File: src/rtl/nn_pixel_loader.sv
// nn_pixel_loader: streams one image into the nn_core pixel buffer, kicks the
// core, waits for its answer (with a timeout) and hands the predicted class to
// a downstream consumer. Malformed frame lengths and core timeouts are flagged
// through res_err instead of starting the core.
module nn_pixel_loader #(
    parameter int N_IN    = 784,
    parameter int ADDR_W  = 10,
    parameter int TIMEOUT = 4096
) (
    input  logic              clk,
    input  logic              rst,
    input  logic              s_valid,
    output logic              s_ready,
    input  logic [7:0]        s_data,
    input  logic              s_last,
    output logic              pix_we,
    output logic [ADDR_W-1:0] pix_addr,
    output logic [7:0]        pix_data,
    output logic              core_start,
    input  logic              core_done,
    input  logic [3:0]        core_pred,
    output logic              res_valid,
    input  logic              res_ready,
    output logic [3:0]        res_pred,
    output logic              res_err,
    output logic              busy
);

    localparam int TW = $clog2(TIMEOUT + 1);

    localparam logic [2:0] LOAD   = 3'd0;
    localparam logic [2:0] DRAIN  = 3'd1;
    localparam logic [2:0] START  = 3'd2;
    localparam logic [2:0] WAIT   = 3'd3;
    localparam logic [2:0] RESULT = 3'd4;

    localparam logic [ADDR_W-1:0] LAST_ADDR = ADDR_W'(N_IN - 1);
    localparam logic [TW-1:0]     LAST_TICK = TW'(TIMEOUT - 1);

    logic [2:0]        state;
    logic [ADDR_W-1:0] cnt;
    logic [TW-1:0]     tcnt;
    logic              accept;
    logic              load_accept;

    // The stream is open only while loading or draining; held closed during reset.
    assign s_ready     = rst && ((state == LOAD) || (state == DRAIN));
    assign accept      = s_valid && s_ready;
    assign load_accept = accept && (state == LOAD);
    assign busy        = !((state == LOAD) && (cnt == '0));

    // Pixel write port: every beat accepted in LOAD is written one cycle later.
    always_ff @(posedge clk) begin
        if (!rst) begin
            pix_we   <= 1'b0;
            pix_addr <= '0;
            pix_data <= '0;
        end else begin
            pix_we <= load_accept;
            if (load_accept) begin
                pix_addr <= cnt;
                pix_data <= s_data;
            end
        end
    end

    // Frame sequencing, core handshake, timeout and result hold.
    always_ff @(posedge clk) begin
        if (!rst) begin
            state      <= LOAD;
            cnt        <= '0;
            tcnt       <= '0;
            core_start <= 1'b0;
            res_valid  <= 1'b0;
            res_pred   <= '0;
            res_err    <= 1'b0;
        end else begin
            core_start <= 1'b0;
            case (state)
                LOAD: begin
                    if (accept) begin
                        // The counter parks at the last address so pix_addr never wraps.
                        if (cnt == LAST_ADDR) begin
                            state <= s_last ? START : DRAIN;
                        end else if (s_last) begin
                            state     <= RESULT;
                            res_valid <= 1'b1;
                            res_err   <= 1'b1;
                            res_pred  <= '0;
                        end else begin
                            cnt <= cnt + 1'b1;
                        end
                    end
                end
                DRAIN: begin
                    if (accept && s_last) begin
                        state     <= RESULT;
                        res_valid <= 1'b1;
                        res_err   <= 1'b1;
                        res_pred  <= '0;
                    end
                end
                START: begin
                    core_start <= 1'b1;
                    tcnt       <= '0;
                    state      <= WAIT;
                end
                WAIT: begin
                    // A done arriving on the last timeout tick still counts as success.
                    if (core_done) begin
                        state     <= RESULT;
                        res_valid <= 1'b1;
                        res_err   <= 1'b0;
                        res_pred  <= core_pred;
                    end else if (tcnt == LAST_TICK) begin
                        state     <= RESULT;
                        res_valid <= 1'b1;
                        res_err   <= 1'b1;
                        res_pred  <= 4'hF;
                    end else begin
                        tcnt <= tcnt + 1'b1;
                    end
                end
                RESULT: begin
                    if (res_ready) begin
                        state     <= LOAD;
                        res_valid <= 1'b0;
                        cnt       <= '0;
                    end
                end
                default: begin
                    state <= LOAD;
                    cnt   <= '0;
                end
            endcase
        end
    end

endmodule

File: config.mk
export PLATFORM = sky130hd
export DESIGN_NAME = nn_pixel_loader
export DESIGN_NICKNAME = d
export VERILOG_FILES = /design/src/rtl/nn_pixel_loader.sv
export SDC_FILE = /design/constraint.sdc
export NUM_CORES = 1
export LEC_CHECK = 0
export CAP_MARGIN = 25
export CORE_AREA = 2 2 80 82
export CTS_BUF_LIST = sky130_fd_sc_hd__clkbuf_4
export DETAILED_ROUTE_END_ITERATION = 6
export DIE_AREA = 0 0 82 84
export GPL_ROUTABILITY_DRIVEN = 0
export PLACE_DENSITY = 0.66
export SYNTH_ARGS = -nofsm -noshare
export SYNTH_HDL_FRONTEND = slang
export SYNTH_SLANG_ARGS = --single-unit
export TNS_END_PERCENT = 50
File: constraint.sdc
create_clock -name clk -period 2.3 [get_ports clk]
set_input_delay 0.46 -clock clk [delete_from_list [all_inputs] [get_ports clk]]
set_output_delay 0.46 -clock clk [all_outputs]
set_load 0.005 [all_outputs]
# ---- Word-level counts from Yosys, hierarchy flattened
# Index checks and enable logic that the tools add are counted.
dict set report word_totals {
  output_inout_bits 28
  ff_bits 52
  input_bits 18
  wordCells 82
}
dict set report classes {
  n_addsub 2
  reduce_logical 18
  n_eq_ne 16
  n_bitwise 1
  mux 35
}
# cell n
set ops {}
lappend ops {{two-way mux 10 bit} 4}
lappend ops {{case mux 10 bit (3 select lines)} 1}
lappend ops {{two-way mux 13 bit} 2}
lappend ops {{case mux 13 bit (2 select lines)} 1}
lappend ops {{two-way mux 4 bit} 6}
lappend ops {{two-way mux 3 bit} 7}
lappend ops {{case mux 3 bit (5 select lines)} 1}
lappend ops {{inequality test 2 bit, second input constant} 7}
lappend ops {{adder 13 x 1 -> 13 bit, second input constant} 1}
lappend ops {{== test 13 x 12 -> 1 bit, second input constant} 1}
lappend ops {{case mux 4 bit (3 select lines)} 1}
lappend ops {{adder 10 x 1 -> 10 bit, second input constant} 1}
lappend ops {{== test 10 bit, second input constant} 1}
lappend ops {{logical NOT 10 bit} 1}
lappend ops {{AND reduction 5 bit} 2}
lappend ops {{two-way mux 1 bit} 9}
lappend ops {{AND reduction 7 bit} 1}
lappend ops {{== test 3 x 2 -> 1 bit, second input constant} 2}
lappend ops {{AND reduction 6 bit} 1}
lappend ops {{logical AND 1 bit} 5}
lappend ops {{case mux 1 bit (4 select lines)} 1}
lappend ops {{nonzero test 4 bit} 1}
lappend ops {{== test 3 x 1 -> 1 bit, second input constant} 1}
lappend ops {{== test 3 bit, second input constant} 1}
lappend ops {{13 further kinds} 13}

# ---- Depth between registers and ports, before layout
# Gate-level depths: netlist of run 1.
dict set report depth {
  word_depth 7
  ltp_mapped 8
  mapped_depth_nobuf 6
}

# ---- Least setup slack after synthesis of run 1
# No wires, ideal clock.
dict set report synth_timing {
  kind {register to register}
  startpoint {register cnt[0]}
  endpoint {register cnt[8]}
  period_less_slack_ns 2.156
  t_arrival_ns 2.082
  slack_ns 0.144
  stages_incl_launch_ff 8
  t_required_ns 2.226
  n_path_buf 1
  setup_ns 0.074
  cell_sequence {dfxtp_1 > ha_1 > and3_1 > and4_1 > or4_4 > buf_6 > or3_1 > a31oi_1}
}
dict set report synth_via {
  elab_chain_len 5
  word_cells_on_any_way 8
  cone_classes {add/sub (1); eq/ne (2); mux (4); reduce/logical (1)}
}
# element line_no
set synth_rtl {}
lappend synth_rtl {{from (decl)} 41} ;# logic [ADDR_W-1:0] cnt;
lappend synth_rtl {{from (signal assigned)} 91} ;# cnt <= cnt + 1'b1;
lappend synth_rtl {{adder 10 x 1 -> 10 bit} 91}
lappend synth_rtl {{two-way mux 10 bit} 85} ;# end else if (s_last) begin
lappend synth_rtl {{two-way mux 10 bit} 83} ;# if (cnt == LAST_ADDR) begin
lappend synth_rtl {{two-way mux 10 bit} 81} ;# if (accept) begin
lappend synth_rtl {{case mux 10 bit (3 select lines)} 79} ;# case (state)
# Parallel ways exist; a longest one is shown, timed or not. The select of a mux whose other input is x is not followed.
# A chain may end at the register's enable or synchronous reset.

# ---- Final worst setup path of run 1
dict set report layout_timing {
  startpoint {input port rst}
  endpoint {output port s_ready}
}
dict set report layout_via {
  elab_chain_len 1
}
# element line_no
set layout_rtl {}
lappend layout_rtl {{from (decl)} 11} ;# input logic rst,
lappend layout_rtl {{logical AND 1 bit} 47} ;# assign s_ready = rst && ((state == LOAD) || (state == DRAIN));
lappend layout_rtl {{to (decl)} 13} ;# output logic s_ready,
# No other way between the ends.

==> impl_metrics.csv, run 1 <==
group,metric,value,unit
sta,slew_viol_final,0,
drt,via_per_inst,5.25,
clock_tree,cts_buffer_depth,2,
power,combPwrFrac,9.8,%
sta,fmax,0.448,GHz
worst_setup_path,worstSetupPathType,"input pin to output pin",
clock_tree,cts_tree,"built",
die,die_w,82,um
drt,ant_nets,0,
layout,final_util,52.0,%
sta,rsz0062_at_grt,"yes",
logic_synthesis,yosys.area.top_type_share,43.9,%
drt,num_vias,2264,
logic_synthesis,ys_ff_latch,52,
worst_setup_path,critPathMaxFanout,3,
drt,routedWlPerCell,13.7,um
placed_design,dpl_cell_area,3060,sq um
layout,area_growth,33.7,%
clock_tree,root_buffer,"clkbuf_4",
die,dieArea,6890,sq um
clock_tree,postCtsSetupRepairBufs,0,
clock_tree,ctsHoldBuffers,0,
die,initial_core_util,38.9,%
layout,stdcell_count,431,
worst_setup_path,start_kind,"input pin",
die,core_area,6100,sq um
clock_tree,cts_sinks,52,
logic_synthesis,syn_inst,286,
worst_setup_path,crit_path_end_kind,"output pin",
sta,finalSetupViolations,0,
worst_hold_path,worst_hold_path_type,"flip-flop to flip-flop",
sta,hold_viol,0,
sta,skew,6.93,ps
logic_synthesis,synth.area.top_cells,"dfxtp_1 44%, nand2_1 8.6%, a21oi_1 5.9%, xnor2_1 3.7%, nor2_1 3.6%",
worst_setup_path,crit_buf_inv,3,
layout,n_antenna_cell,0,
die,placementRows,29,
layout,fin_nets,374,
worst_setup_path,cp_top_family,"buffers and inverters",
sta,tightestPinTransition,514,ps
power,switching_share,22.7,%
logic_synthesis,synth_warnings,0,
logic_synthesis,synth.distinct_cells,46,
worst_setup_path,critPathSlowestCell,"clkdlybuf4s50_1",
logic_synthesis,avgSynthCellArea,8.29,sq um
drt,drt_iter0_markers,116,
logic_synthesis,synth_ff_type,"dfxtp_1",
power,p_clk_share,32.7,%
clock_tree,cts_buffers,5,
power,p_int,0.00124,W
logic_synthesis,yosysSeqAreaShare,43.9,%
clock_tree,clk_latency,360,ps
placed_design,dp_hpwl,4.33,mm
sta,max-slew-margin-rel,65.5,%
power,finalPower,0.00160,W
logic_synthesis,synth_edf_count,0,
logic_synthesis,mappedNetlistNets,307,
placed_design,place_inst,423,
sta,period_share,97.1,%
global_routing,antenna_found_initial,0,
global_routing,grt_pass1_vias,2105,
clock_tree,h-tree-depth,2,
layout,post-route-cell-area,3170,sq um
die,die_h,84,um
worst_setup_path,cp_cell_sequence,"clkdlybuf4s50_1, inv_1, nor3_2, clkdlybuf4s50_1",
power,seqPwrFrac,57.5,%
power,powerDensity,505,nW/um^2
global_routing,grtUsageTotal,17.8,%
worst_setup_path,critPathMaxStageDelay,540,ps
drt,drt-pass1-iter-count,4,
die,ios,46,
layout,drive_gt1_share,12.7,%
power,p_switching,0.000364,W
global_routing,grt_overflow_total,0,
drt,drt_drc_violations_left,0,
logic_synthesis,synth_area,2370,sq um
power,irDropWorstVdd,0.000329,V
global_routing,grt_max_degree,30,
placed_design,numPortBuffers,45,
outcome,status,"finished, final reports clean",
logic_synthesis,yosysTopAreaCell,"dfxtp_1",
clock_tree,path_clk_slew,150,ps
global_routing,grt_pass1_wl,9.78,mm
drt,drt-total-wl,5.91,mm
worst_setup_path,cp.required,1840,ps
worst_setup_path,cpMostUsedCell,"clkdlybuf4s50_1",
run,cap_viol_max_count,0,
power,p_leak,1.19,nW
worst_setup_path,cp.arrival,1770,ps
logic_synthesis,ys_async_sr_fraction,0,%
sta,post-route-min-period,2230,ps
[power groups by stage]
stage | Clock (W) | Sequential [W] | Combinational (W)
final | 0.000523 | 0.000921 | 0.000157
after global routing | 0.000578 | 0.000923 | 0.000172
after CTS | 0.000548 | 0.000921 | 0.000158
after detailed placement | 0 | 0.000940 | 0.000157
after global placement | 0 | 0.000940 | 0.000157
after floorplan | 0 | 0.000940 | 0.0000616
[layer usage]
layer | GRT usage, % | up-vias | wire length, um
li1 | - | 1158 | -
met1 | 23.2 | 1058 | 2770
met2 | 30.2 | 41 | 2930
met3 | 3.35 | 7 | 165
met4 | 3.64 | 0 | 50
met5 | 0 | - | 0
[worst reg2reg max path, stage by stage (launching register included)]
cell,delay [ps]
dfxtp_1,340
ha_1,230
and3_1,250
and4_1,280
or4_4,520
buf_4,160
nor3_1,180
o221a_2,200
[timing repair]
action	4_1_cts	5_1_grt
resized for setup	1	4
pin swaps	0	1
setup endpoints to repair	1	3
[sequential cells by signal, summed over array words and instances (netlist names)]
register    flops
res_err         1
res_valid       1
cnt            10
pix_addr       10
state           3
core_start      1
res_pred        4
pix_we          1
pix_data        8
tcnt           13
[final cells by class]
type | count | area [sq um]
Inverter | 5 | 18.8
Multi-Input combinational cell | 217 | 1280
Fill cell | 610 | 2930
Clock buffer | 6 | 45.0
Timing Repair Buffer | 72 | 653
Clock inverter | 2 | 35.0
Sequential cell | 52 | 1040
Tap cell | 77 | 96.3
[cell families (layout without fill, tap and decap cells)]
group                    Yosys count  after routing  synth area share [%]
XOR/XNOR                          10             10                  3.70
flip-flops                        52             52                  43.9
AO/OA/AOI/OAI                     69             69                  18.7
adder cells (fa/ha/maj)            3              3                  1.58
buffers and inverters             17             85                  3.38
AND/OR/NAND/NOR                  135            135                  28.7
[metrics by stage]
stage	hold slack, ps	TNS [ps]	setup slack [ps]
after CTS	460	0	8.03
after detailed placement	441	-102	-28.0
final	455	0	65.7
after global routing	486	-20.7	-18.4
after global placement	434	-26.4	-16.2
after floorplan	419	0	144
[cell usage after synthesis (4+ instances only)]
cell,count
nand4_1,6
a21oi_1,28
o211a_1,4
nand3_1,11
nand2_1,54
clkbuf_1,8
nor4_1,4
nor2_1,23
and3_1,8
a211oi_1,4
xnor2_1,10
o2111ai_1,4
nor3_1,7
o21ai_0,10
inv_1,4
dfxtp_1,52
[path summary, 6_finish.rpt]
check        slack (ps)  cells after the start        to     start
min                 460                      2  tcnt[12]  tcnt[12]
max                  70                      4   s_ready       rst
min reg2reg         460                      2  tcnt[12]  tcnt[12]
max reg2reg         110                      7    cnt[7]    cnt[0]
[cell usage in the layout, fill, tap and decap left out, types with 4 or more instances in the layout]
| master | n |
|---|---|
| o2111ai_1 | 4 |
| a211oi_1 | 4 |
| nor3_1 | 5 |
| o21ai_0 | 10 |
| o211a_1 | 4 |
| nand3_1 | 11 |
| buf_4 | 27 |
| dfxtp_1 | 52 |
| a21oi_1 | 28 |
| nand2_1 | 54 |
| nand4_1 | 6 |
| inv_1 | 4 |
| nor2_1 | 23 |
| clkbuf_4 | 6 |
| xnor2_1 | 10 |
| and3_1 | 8 |
| clkdlybuf4s50_1 | 45 |
Note: power is estimated with default switching activity, not from simulation.
==> run 2, diff against run 1 <==
--- a/config.mk
+++ b/config.mk
@@ -6,12 +6,12 @@
 export NUM_CORES = 1
 export LEC_CHECK = 0
 export CAP_MARGIN = 25
-export CORE_AREA = 2 2 80 82
+export CORE_AREA = 2 2 78 72
 export CTS_BUF_LIST = sky130_fd_sc_hd__clkbuf_4
 export DETAILED_ROUTE_END_ITERATION = 6
-export DIE_AREA = 0 0 82 84
+export DIE_AREA = 0 0 80 74
 export GPL_ROUTABILITY_DRIVEN = 0
-export PLACE_DENSITY = 0.66
+export PLACE_DENSITY = 0.76
 export SYNTH_ARGS = -nofsm -noshare
 export SYNTH_HDL_FRONTEND = slang
 export SYNTH_SLANG_ARGS = --single-unit
==> run 2 against run 1 <==
  * Die area down 14%
  * Largest cell class unchanged
  * Worst setup slack worse by 62 ps
  * Clock-buffer cell count fell by 1
  * Global-route usage is 2.4 points higher
  * Sequential share of layout area up 0.70 points
  * Critical endpoint unchanged
  * Combinational power shrank 4%
  * Cell count down 3.7%
  * Critical path depth unchanged
  * Wire length fell by 3.3%
  * Fmax down 2.7%
==> impl_metrics.csv, run 2 (synthesis results as in run 1) <==
group,metric,value,unit
outcome,status,"finished, final reports clean",
layout,n_antenna_cell,0,
clock_tree,ctsHoldBuffers,0,
clock_tree,cts_buffers,5,
layout,fin_nets,368,
worst_setup_path,rr_startpoint,"cnt[0]",
worst_setup_path,critPathMaxStageDelay,550,ps
die,ios,46,
worst_setup_path,crit_buf_inv,3,
layout,final_util,60.5,%
clock_tree,path_clk_slew,160,ps
clock_tree,postCtsSetupRepairBufs,0,
global_routing,grt_pass1_wl,9.44,mm
sta,skew,6.73,ps
drt,ant_nets,0,
power,powerDensity,521,nW/um^2
sta,rsz0062_at_grt,"yes",
sta,hold-worst-slack,465,ps
worst_setup_path,worstSetupPathType,"input pin to output pin",
worst_hold_path,hp-start,"pix_data[1]",
clock_tree,cts_sinks,52,
global_routing,grt_overflow_total,0,
worst_setup_path,critPathSlowestCell,"clkdlybuf4s50_1",
worst_setup_path,cp_cell_sequence,"clkdlybuf4s50_1, inv_1, nor3_1, clkdlybuf4s50_1",
drt,routedWlPerCell,13.8,um
worst_setup_path,cp.required,1840,ps
sta,tightestPinTransition,540,ps
die,die_h,74,um
drt,drt-total-wl,5.72,mm
clock_tree,cts_tree,"built",
power,irDropWorstVdd,0.000262,V
layout,drive_gt1_share,10.6,%
sta,slew_viol_final,0,
sta,period_share,99.8,%
drt,drt-pass1-iter-count,4,
die,dieArea,5920,sq um
worst_setup_path,critPathMaxFanout,5,
placed_design,numPortBuffers,45,
drt,via_per_inst,5.44,
clock_tree,h-tree-depth,2,
global_routing,grt_max_degree,30,
layout,area_growth,30.9,%
global_routing,grt_pass1_vias,2015,
sta,worst_slack,4.01,ps
layout,regMostFlops,"tcnt",
drt,drt_drc_violations_left,0,
die,die_w,80,um
run,cap_viol_max_count,0,
layout,final_common_cell,"nand2_1",
placed_design,place_inst,407,
global_routing,antenna_found_initial,0,
placed_design,dp_hpwl,4.09,mm
worst_setup_path,cpMostUsedCell,"clkdlybuf4s50_1",
layout,reg_top3,"tcnt x13, cnt x10, pix_addr x10",
clock_tree,root_buffer,"clkbuf_4",
clock_tree,clk_latency,380,ps
die,initial_core_util,46.2,%
worst_setup_path,cp_top_family,"buffers and inverters",
worst_hold_path,worst_hold_path_type,"flip-flop to flip-flop",
global_routing,grtUsageTotal,20.2,%
die,core_area,5130,sq um
layout,stdcell_count,415,
layout,layout_common_cells,"54 x nand2_1, 52 x dfxtp_1, 45 x clkdlybuf4s50_1",
worst_setup_path,crit_start,"rst",
placed_design,dpl_worst_slack,-114,ps
worst_setup_path,cp.arrival,1840,ps
power,finalPower,0.00162,W
drt,num_vias,2257,
clock_tree,cts_buffer_depth,2,
sta,hold_viol,0,
die,placementRows,25,
worst_setup_path,start_kind,"input pin",
worst_setup_path,crit_path_end_kind,"output pin",
drt,drt_iter0_markers,147,
layout,largest_reg_flops,13,
sta,fmax,0.436,GHz
sta,finalSetupViolations,0,
sta,max-slew-margin-rel,63.7,%
sta,post-route-min-period,2300,ps
power,p_leak,1.15,nW
==> run 2: final cells by class <==
cell class,instances,area [sq um]
fill,458,2030
multi-input combinational,217,1270
sequential,52,1040
timing repair buffer,66,608
tap,67,83.8
clock inverter,3,46.3
clock buffer,5,37.5
inverter,5,18.8
==> run 2: routing by layer <==
layer  share of wire, %  GRT usage (%)
met1                 50           30.6
met2                 43           28.3
met3                5.8           4.49
met4                1.2           6.78
met5                  0              0
==> run 2: final timing paths <==
check | slack (ps) | endpoint | depth (start not counted)
max | 4 | s_ready | 4
min | 460 | pix_data[1] | 2
max reg2reg | 120 | cnt[9] | 7
min reg2reg | 460 | pix_data[1] | 2
==> run 2: worst reg2reg max path, stage by stage, from the launching register on <==
cell and delay [ps]:
dfxtp_1 380, ha_1 230, and3_1 190, and4_1 220, or4_4 510, buf_4 160, o211ai_1 170, nor3b_1 240
==> run 2: metrics by stage <==
| step | cell area [sq um] | TNS [ps] |
|---|---|---|
| 2_1_floorplan | 2370 | 0 |
| 3_3_place_gp | 3000 | -175 |
| 3_5_place_dp | 3000 | -340 |
| 4_1_cts | 3090 | 0 |
| 5_1_grt | 3100 | -69.7 |
| 6_report | 3100 | 0 |
==> run 2: repair_timing <==
| item | CTS | global route |
|---|---|---|
| pin swaps | 0 | 0 |
| gates cloned | 0 | 0 |
| gates resized for setup | 1 | 2 |
| endpoints found under the setup margin | 1 | 6 |
==> run 2: report_power, final <==
| part | total, W | switching, W | leakage, nW | internal (W) |
|---|---|---|---|---|
| Combinational | 0.000150 | 0.0000717 | 0.686 | 0.0000788 |
| Clock | 0.000543 | 0.000310 | 0.0418 | 0.000233 |
| Sequential | 0.000922 | 0.00000811 | 0.420 | 0.000914 |
| Total | 0.00162 | 0.000390 | 1.15 | 0.00123 |
==> run 3, diff against run 2 <==
--- a/config.mk
+++ b/config.mk
@@ -6,12 +6,15 @@
 export NUM_CORES = 1
 export LEC_CHECK = 0
 export CAP_MARGIN = 25
-export CORE_AREA = 2 2 78 72
+export CELL_PAD_IN_SITES_DETAIL_PLACEMENT = 0
+export CELL_PAD_IN_SITES_GLOBAL_PLACEMENT = 1
+export CORE_AREA = 2 2 89 82
 export CTS_BUF_LIST = sky130_fd_sc_hd__clkbuf_4
 export DETAILED_ROUTE_END_ITERATION = 6
-export DIE_AREA = 0 0 80 74
+export DIE_AREA = 0 0 91 84
 export GPL_ROUTABILITY_DRIVEN = 0
-export PLACE_DENSITY = 0.76
+export GPL_TIMING_DRIVEN = 0
+export PLACE_DENSITY_LB_ADDON = 0.1
 export SYNTH_ARGS = -nofsm -noshare
 export SYNTH_HDL_FRONTEND = slang
 export SYNTH_SLANG_ARGS = --single-unit
==> run 3 against run 2 <==
  * Wire length rose by 10%
  * Register-to-register slack got worse by 40 ps
  * Worst setup slack improved by 70 ps
  * Die area rose by 29%
  * Sequential share of layout area rose by 0.55 points
  * Sequential cell count did not move
  * Via count fell by 1.9%
  * Non-clock buffer count fell by 9
==> impl_metrics.csv, run 3 (synthesis results as in run 1) <==
group,metric,value,unit
sta,tightestPinTransition,656,ps
layout,multi_input_area,1300,sq um
power,p_leak,1.10,nW
worst_setup_path,cp.arrival,1770,ps
placed_design,dpl_worst_slack,-243,ps
layout,fillCellCount,737,
sta,slew_viol_final,0,
placed_design,dp_hpwl,4.52,mm
drt,ant_nets,0,
drt,met3_wirelength,327,um
layout,n_antenna_cell,0,
layout,regMostFlops,"tcnt",
die,placementRows,29,
drt,drt-pass1-iter-count,5,
global_routing,antenna_found_initial,0,
drt,drt-total-wl,6.29,mm
worst_hold_path,worst_hold_path_type,"input pin to flip-flop",
sta,hold_viol,0,
drt,drt_drc_violations_left,0,
layout,layout_common_cells,"53 x nand2_1, 49 x dfxtp_1, 44 x clkdlybuf4s50_1",
power,finalPower,0.00152,W
clock_tree,clk_latency,390,ps
worst_setup_path,cp_cell_sequence,"nor4_4, nand4_1, clkdlybuf4s50_1",
drt,num_vias,2214,
sta,skew,16.3,ps
die,ios,46,
drt,met1_length,3.35,mm
run,cap_viol_max_count,0,
sta,fmax,0.449,GHz
layout,area_growth,29.6,%
placed_design,place_inst,423,
die,die_h,84,um
die,dieArea,7640,sq um
layout,final_util,45.0,%
worst_setup_path,start_kind,"flip-flop",
layout,largest_reg_flops,13,
drt,via_per_inst,5.13,
die,core_area,6820,sq um
layout,area.sequential,1050,sq um
worst_setup_path,critPathMaxStageDelay,460,ps
worst_setup_path,critPathSlowestCell,"clkdlybuf4s50_1",
global_routing,grt_pass1_wl,10.1,mm
sta,finalSetupViolations,0,
clock_tree,h-tree-depth,2,
clock_tree,cts_tree,"built",
worst_setup_path,worstSetupPathType,"flip-flop to output pin",
worst_setup_path,cp.required,1840,ps
layout,drive_gt1_share,10.0,%
clock_tree,cts_buffer_depth,2,
die,initial_core_util,34.7,%
worst_setup_path,critPathMaxFanout,6,
power,powerDensity,495,nW/um^2
global_routing,grt_max_degree,18,
clock_tree,cts_sinks,52,
sta,post-route-min-period,2230,ps
layout,stdcell_count,432,
clock_tree,root_buffer,"clkbuf_4",
layout,final_common_cell,"nand2_1",
drt,wl_met2,2.54,mm
die,die_w,91,um
global_routing,grtUsageTotal,16.4,%
global_routing,grt_overflow_total,0,
power,irDropWorstVdd,0.000286,V
layout,fin_nets,359,
drt,top_layer,"met4",
worst_setup_path,crit_path_end_kind,"output pin",
clock_tree,cts_buffers,5,
outcome,status,"finished, final reports clean",
layout,reg_top3,"tcnt x13, cnt x10, pix_addr x10",
drt,drt_iter0_markers,98,
sta,period_share,96.8,%
sta,max-slew-margin-rel,56.0,%
drt,routedWlPerCell,14.6,um
global_routing,grt_pass1_vias,1966,
clock_tree,path_clk_slew,180,ps
sta,worst_slack,73.8,ps
placed_design,numPortBuffers,44,
-- run 3: area by class of cell --
type                       instances  area share [%]
tap                               93            3.79
clock inverter                     3           0.733
clock buffer                       5            1.22
timing repair buffer              47            15.1
inverter                           5           0.652
sequential                        52            34.1
buffer                            10            2.12
multi-input combinational        217            42.3
-- run 3: layer usage --
metal  GRT usage [%]  up-vias
met5               0        -
met4            4.96        0
met3            3.61        7
met2            23.2       64
met1            24.6     1009
li1                -     1134
-- run 3: worst paths after layout --
path                 start  endpoint  slack (ps)  depth (start not counted)
setup / recovery    cnt[4]      busy          70                          3
hold / removal         rst   tcnt[1]         390                          3
setup reg to reg    cnt[0]    cnt[6]          80                          7
hold reg to reg   tcnt[12]  tcnt[12]         460                          2
-- run 3: through the flow --
step                hold slack (ps)  TNS [ps]  cell area [sq um]
global route                    409     -4.32               3070
detailed placement              441     -3540               2930
CTS                             398     -28.3               3020
finish                          389         0               3070
floorplan                       419         0               2370
global placement                439     -3750               2930
-- run 3: what timing repair did --
action / in CTS / in global routing
setup endpoints to repair: 4 / 24
setup buffers: 1 / 2
hold buffers: 0 / 0
pin swaps: 1 / 2
resized for setup: 9 / 13
-- run 3: worst max-delay path: cells and delay by family, from the launching register on --
kind,cells,cell delay (ps)
buffers and inverters,1,460
flip-flops,1,430
AND/OR/NAND/NOR,2,500
-- run 3: report_power, final --
part | switching (W) | total, W | internal [W]
logic | 0.0000759 | 0.000146 | 0.0000702
clock network | 0.000328 | 0.000453 | 0.000124
registers | 0.00000667 | 0.000920 | 0.000914
